File: src/rtl/cache_port_arbiter.sv
`default_nettype none
// +--------------------------------------------------------------------------+
// | cache_port_arbiter                                                       |
// | Round-robin burst arbiter sharing one Cache port between two requesters, |
// | with tagged return of read data to the requester that issued the read.   |
// | Revision: 1.0                                                            |
// +--------------------------------------------------------------------------+
module cache_port_arbiter #(
  parameter int ADDR_W    = 16,
  parameter int DATA_W    = 16,
  parameter int MAX_BURST = 4
) (
  input  logic              Clock_Puls,
  input  logic              Reset,
  input  logic              r0_req,
  input  logic              r0_wr,
  input  logic [ADDR_W-1:0] r0_adr,
  input  logic [DATA_W-1:0] r0_wdata,
  input  logic              r0_last,
  output logic              r0_ack,
  output logic              r0_rvalid,
  output logic [DATA_W-1:0] r0_rdata,
  input  logic              r1_req,
  input  logic              r1_wr,
  input  logic [ADDR_W-1:0] r1_adr,
  input  logic [DATA_W-1:0] r1_wdata,
  input  logic              r1_last,
  output logic              r1_ack,
  output logic              r1_rvalid,
  output logic [DATA_W-1:0] r1_rdata,
  output logic [ADDR_W-1:0] c_adr,
  output logic              c_wr,
  output logic              c_rd,
  output logic [DATA_W-1:0] c_di,
  input  logic [DATA_W-1:0] c_do,
  output logic              owner,
  output logic              busy
);

  localparam int               CNT_W       = $clog2(MAX_BURST + 1);
  localparam logic [CNT_W-1:0] C_LAST_BEAT = CNT_W'(MAX_BURST);

  typedef enum logic [1:0] {
    IDLE = 2'd0,
    OWN0 = 2'd1,
    OWN1 = 2'd2
  } state_t;

  state_t            r_state;
  logic              r_prio;
  logic              r_owner;
  logic              r_tag_valid;
  logic              r_tag_id;
  logic [CNT_W-1:0]  r_beat_cnt;

  logic              w_busy;
  logic              w_sel;
  logic              w_req;
  logic              w_wr;
  logic              w_last;
  logic              w_release;
  logic [ADDR_W-1:0] w_adr;
  logic [DATA_W-1:0] w_wdata;
  logic [CNT_W-1:0]  w_cnt_inc;

  always_comb begin
    w_busy    = (r_state == OWN0) || (r_state == OWN1);
    w_sel     = (r_state == OWN1);
    w_req     = w_busy && (w_sel ? r1_req : r0_req);
    w_wr      = w_sel ? r1_wr    : r0_wr;
    w_last    = w_sel ? r1_last  : r0_last;
    w_adr     = w_sel ? r1_adr   : r0_adr;
    w_wdata   = w_sel ? r1_wdata : r0_wdata;
    w_cnt_inc = r_beat_cnt + CNT_W'(1);
    // An idle owner gives the port up immediately rather than stalling the other side.
    w_release = w_busy && (!w_req || w_last || (w_cnt_inc == C_LAST_BEAT));
  end

  assign c_adr     = w_busy ? w_adr   : '0;
  assign c_di      = w_busy ? w_wdata : '0;
  assign c_wr      = w_req && w_wr;
  assign c_rd      = w_req && !w_wr;
  assign r0_ack    = (r_state == OWN0) && r0_req;
  assign r1_ack    = (r_state == OWN1) && r1_req;
  assign r0_rvalid = r_tag_valid && !r_tag_id;
  assign r1_rvalid = r_tag_valid &&  r_tag_id;
  assign r0_rdata  = r0_rvalid ? c_do : '0;
  assign r1_rdata  = r1_rvalid ? c_do : '0;
  assign owner     = r_owner;
  assign busy      = w_busy;

  always_ff @(posedge Clock_Puls or negedge Reset) begin
    if (!Reset) begin
      r_state     <= IDLE;
      r_prio      <= 1'b0;
      r_owner     <= 1'b0;
      r_beat_cnt  <= '0;
      r_tag_valid <= 1'b0;
      r_tag_id    <= 1'b0;
    end else begin
      // Read data returns one cycle later, independent of whether the grant survives.
      r_tag_valid <= c_rd;
      r_tag_id    <= w_sel;
      case (r_state)
        IDLE: begin
          if (r0_req && (!r1_req || !r_prio)) begin
            r_state <= OWN0;
            r_owner <= 1'b0;
          end else if (r1_req) begin
            r_state <= OWN1;
            r_owner <= 1'b1;
          end
        end
        OWN0, OWN1: begin
          if (w_req) begin
            r_beat_cnt <= w_cnt_inc;
          end
          if (w_release) begin
            r_state    <= IDLE;
            r_beat_cnt <= '0;
            r_prio     <= !w_sel;
          end
        end
        default: r_state <= IDLE;
      endcase
    end
  end

endmodule
`default_nettype wire
File: config.mk
export PLATFORM = sky130hd
export DESIGN_NAME = cache_port_arbiter
export DESIGN_NICKNAME = d
export VERILOG_FILES = /design/src/rtl/cache_port_arbiter.sv
export SDC_FILE = /design/constraint.sdc
export NUM_CORES = 1
export LEC_CHECK = 0
export CAP_MARGIN = 10
export CORE_MARGIN = 4
export CORE_UTILIZATION = 26
export CTS_BUF_LIST = sky130_fd_sc_hd__clkbuf_2 sky130_fd_sc_hd__clkbuf_4 sky130_fd_sc_hd__clkbuf_8
export CTS_CLUSTER_DIAMETER = 150
export CTS_CLUSTER_SIZE = 25
export DETAILED_ROUTE_END_ITERATION = 16
export PLACE_DENSITY = 0.83
export SYNTH_ARGS = -nofsm -noshare
export SYNTH_HDL_FRONTEND = slang
export SYNTH_SLANG_ARGS = --single-unit
File: constraint.sdc
create_clock -name Clock_Puls -period 2.5 [get_ports Clock_Puls]
set_input_delay 0.5 -clock Clock_Puls [delete_from_list [all_inputs] [get_ports Clock_Puls]]
set_output_delay 0.5 -clock Clock_Puls [all_outputs]
set_load 0.005 [all_outputs]
==> summary.md <==
| Metric | Value |
|---|---|
| Largest net degree at the start of global routing | 26 |
| # clock sinks | 9 |
| Via count | approximately 1,800 |
| Deepest clock path buffer count | 2 |
| Final Max Slew Viols | 0 |
| Core footprint | 4470 um^2 |
| Site row count | 24 |
| Die Ht | 76.7 um |
| Synth cell types | 27 |
| Layout net count | 415 |
| Critical path arrival | 1910 ps |
| DP HPWL | a little under 5000 um |
| Syn. warnings | 0 |
| Port Buffer Count | 159 |
| PnR Total Power | 2.57 mW |
| Post-Syn Area | 1230 um^2 |
| Critical Path Fanout Max | 2 |
| Final WS setup | 93.7 ps |
| Commonest non-fill, non-tap cell in the layout | clkdlybuf4s50_1 |
| Post-synthesis mux area share | 29.8% |
| Worst hold margin | 489 ps |
| Final wirelength | 5560 um |
| CTS tree | built |
| Leakage | roughly 1.3 nW |
| Starting Density | 27.4% |
| I/O Pins | 160 |
| Drt drc | 0 |
| Clock-pin slew on the worst setup and hold paths | ~50 ps |
| WL/cell | ~15 um |
| CP Class | input port to primary output |
| Placed cell area | 2920 um^2 |
| Commonest cells after routing, fill and taps aside | 158 x clkdlybuf4s50_1, 34 x mux2i_1, 32 x nor2_1, 19 x and2_1, 16 x and3_1 |
| Worst EP required | 2000 ps |
| Largest family of logic cells by synthesized area | simple AND/OR/NAND/NOR gates |
| ANT cells | 0 |
| Drt via density | 4.74 |
| Syn_nets | 250 |
| First-pass GRT wire length | between 8000 and 9000 um |
| Fin crit period | 2410 ps |
| Worst Clk Skew | roughly 1.4 ps |
| Post-CTS Setup Inserts | 0 |
| Post-synthesis simple-gate area fraction | 31.0% |
| Final Cycle Share | a little over nine tenths |
| Register area share after synthesis | 18.3% |
| Max Fclk | just over 400 MHz |
| Tot GR Track Use | between 15 and 20% |
| Worst vdd ir | 0.661 mV |
| Fill count | 398 |
| CP Capture Type | primary output |
| Die width | 76.7 um |
| Final setup TNS | 0 ps |
| Power per cell area | 853 nW/um^2 |
| Status | finished, final reports clean |
| Layout cells sized above 1 | 7.50% |
| Skew-Pair Late Insertion Delay | 230 ps |
| Post-Synth XOR/XNOR Area | less than 1% |
| Final setup viols | 0 |
| Design area | 3020 um^2 |
| Compound-Gate Fraction of Synth Area | 8.56% |
| Gate Count Post-Synth | approximately 160 |
| Max H-tree Level | 1 |
| Worst slew margin | 71.0% |
| Area Overhead vs Synth | 146% |
| Hold WC Path Type | flop to flop |
| RD Place Congestion | 0.796 |
| Vias in the first global route | approximately 1,800 |
| Synth Register Bits | 9 |
| Final hold vios | 0 |
| Initial antenna violation count | 0 |
| Pre-CTS setup slack | 29.7 ps |
| CTS root buf | clkbuf_8 |
| Mean area per synthesized cell | 7.87 um^2 |
| Antenna viol nets, final | 0 |
| Num CTS Buffers | 3 |
| Drt initial violations | 25 |
| GR Overflow Total | 0 |
| RSZ-0062 raised after global routing | false |
| Full die area | just under 6000 um^2 |
| Nature of the critical path startpoint | input port |
| Worst slew pin tran | 434 ps |
| Max Cap Violations | 0 |
| Adder-Cell Fraction of Synth Area | 6.12% |
| DR pass1 iterations | 4 |
## area by class of cell
type,instances,area (um^2),share of cell area [%]
clock buffers,4,48.8,1.62
well taps,52,65.1,2.16
multi-input cells,132,958,31.8
repair buffers,170,1700,56.3
flip-flops and latches,9,226,7.50
inverters,5,18.8,0.622
## routing by layer
metal | part of all wire (%) | GRT usage, % | vias up
li1 | - | - | 862
met1 | 36 | 17.7 | 779
met2 | 53 | 34.7 | 114
met3 | 10 | 5.39 | 7
met4 | 1.2 | 4.53 | 0
met5 | 0 | 0 | -
## timing repair
action,4_1_cts,5_1_grt
setup endpoints to repair,6,34
hold buffers,0,0
resized for setup,0,15
## where the power goes
group | internal [mW] | switching [mW]
Clock | 0.122 | 0.0609
Combinational | 1.28 | 0.866
Sequential | 0.202 | 0.0457
Total | 1.60 | 0.973
## per-stage QoR
| stage | utilization (%) | instances |
|---|---|---|
| detailed placement | 65.3 | 368 |
| CTS | 66.4 | 372 |
| global placement | 65.3 | 368 |
| finish | 67.4 | 372 |
| floorplan | - | 156 |
| global route | 67.4 | 372 |
## cells by family after synthesis
group	count (synthesis)
compound gates	14
xor+xnor	1
fa+ha+maj	6
buf+inv	15
flops	9
mux	36
simple gates	75
## cell usage after synthesis (all sizes together)
master	count	share of area (%)
mux2i	35	29
nor2	33	10
and2	19	9.7
and3	16	8.2
dfrtp	9	18
clkbuf	6	1.8
ha	6	6.1
buf	4	2.1
inv	4	1.2
nand2	3	0.92
a21o	2	1.2
a21oi	2	0.82
a22o	2	1.4
nor2b	2	1.0
o21ai	2	0.82
a2111o	1	0.92
a211o	1	0.71
a21boi	1	0.61
a31oi	1	0.51
clkinv	1	0.31
mux2	1	1.2
nand2b	1	0.51
nor3b	1	0.61
o211a	1	0.82
o2bb2ai	1	0.71
xor2	1	0.71
## flip-flops by register name, summed over array words and instances, names as in the netlist
register	cells
r_tag_valid	1
r_tag_id	1
r_beat_cnt	3
r_prio	1
r_state	2
owner	1
## critical path: stages
cell and delay [ps]:
clkdlybuf4s50_1 490, mux2i_1 90, nand2b_1 170, nor2b_2 140
clkdlybuf4s50_1 510
## path summary, 6_finish.rpt
path / start / end / slack, ps / cells after the start
worst max-delay path: r1_req / c_rd / 90 / 5
worst min-delay path: owner$_DFFE_PN0P_ / owner$_DFFE_PN0P_ / 490 / 1
worst max register to register: r_state[0]$_DFFE_PN0P_ / r_state[0]$_DFFE_PN0P_ / 360 / 7
worst min register to register: owner$_DFFE_PN0P_ / owner$_DFFE_PN0P_ / 490 / 1
max in group asynchronous: Reset / r_state[1]$_DFFE_PN0P_ / 1600 / 1
min in group asynchronous: Reset / r_beat_cnt[1]$_DFFE_PN0P_ / 580 / 1
Power figures use the tool's default switching activity.
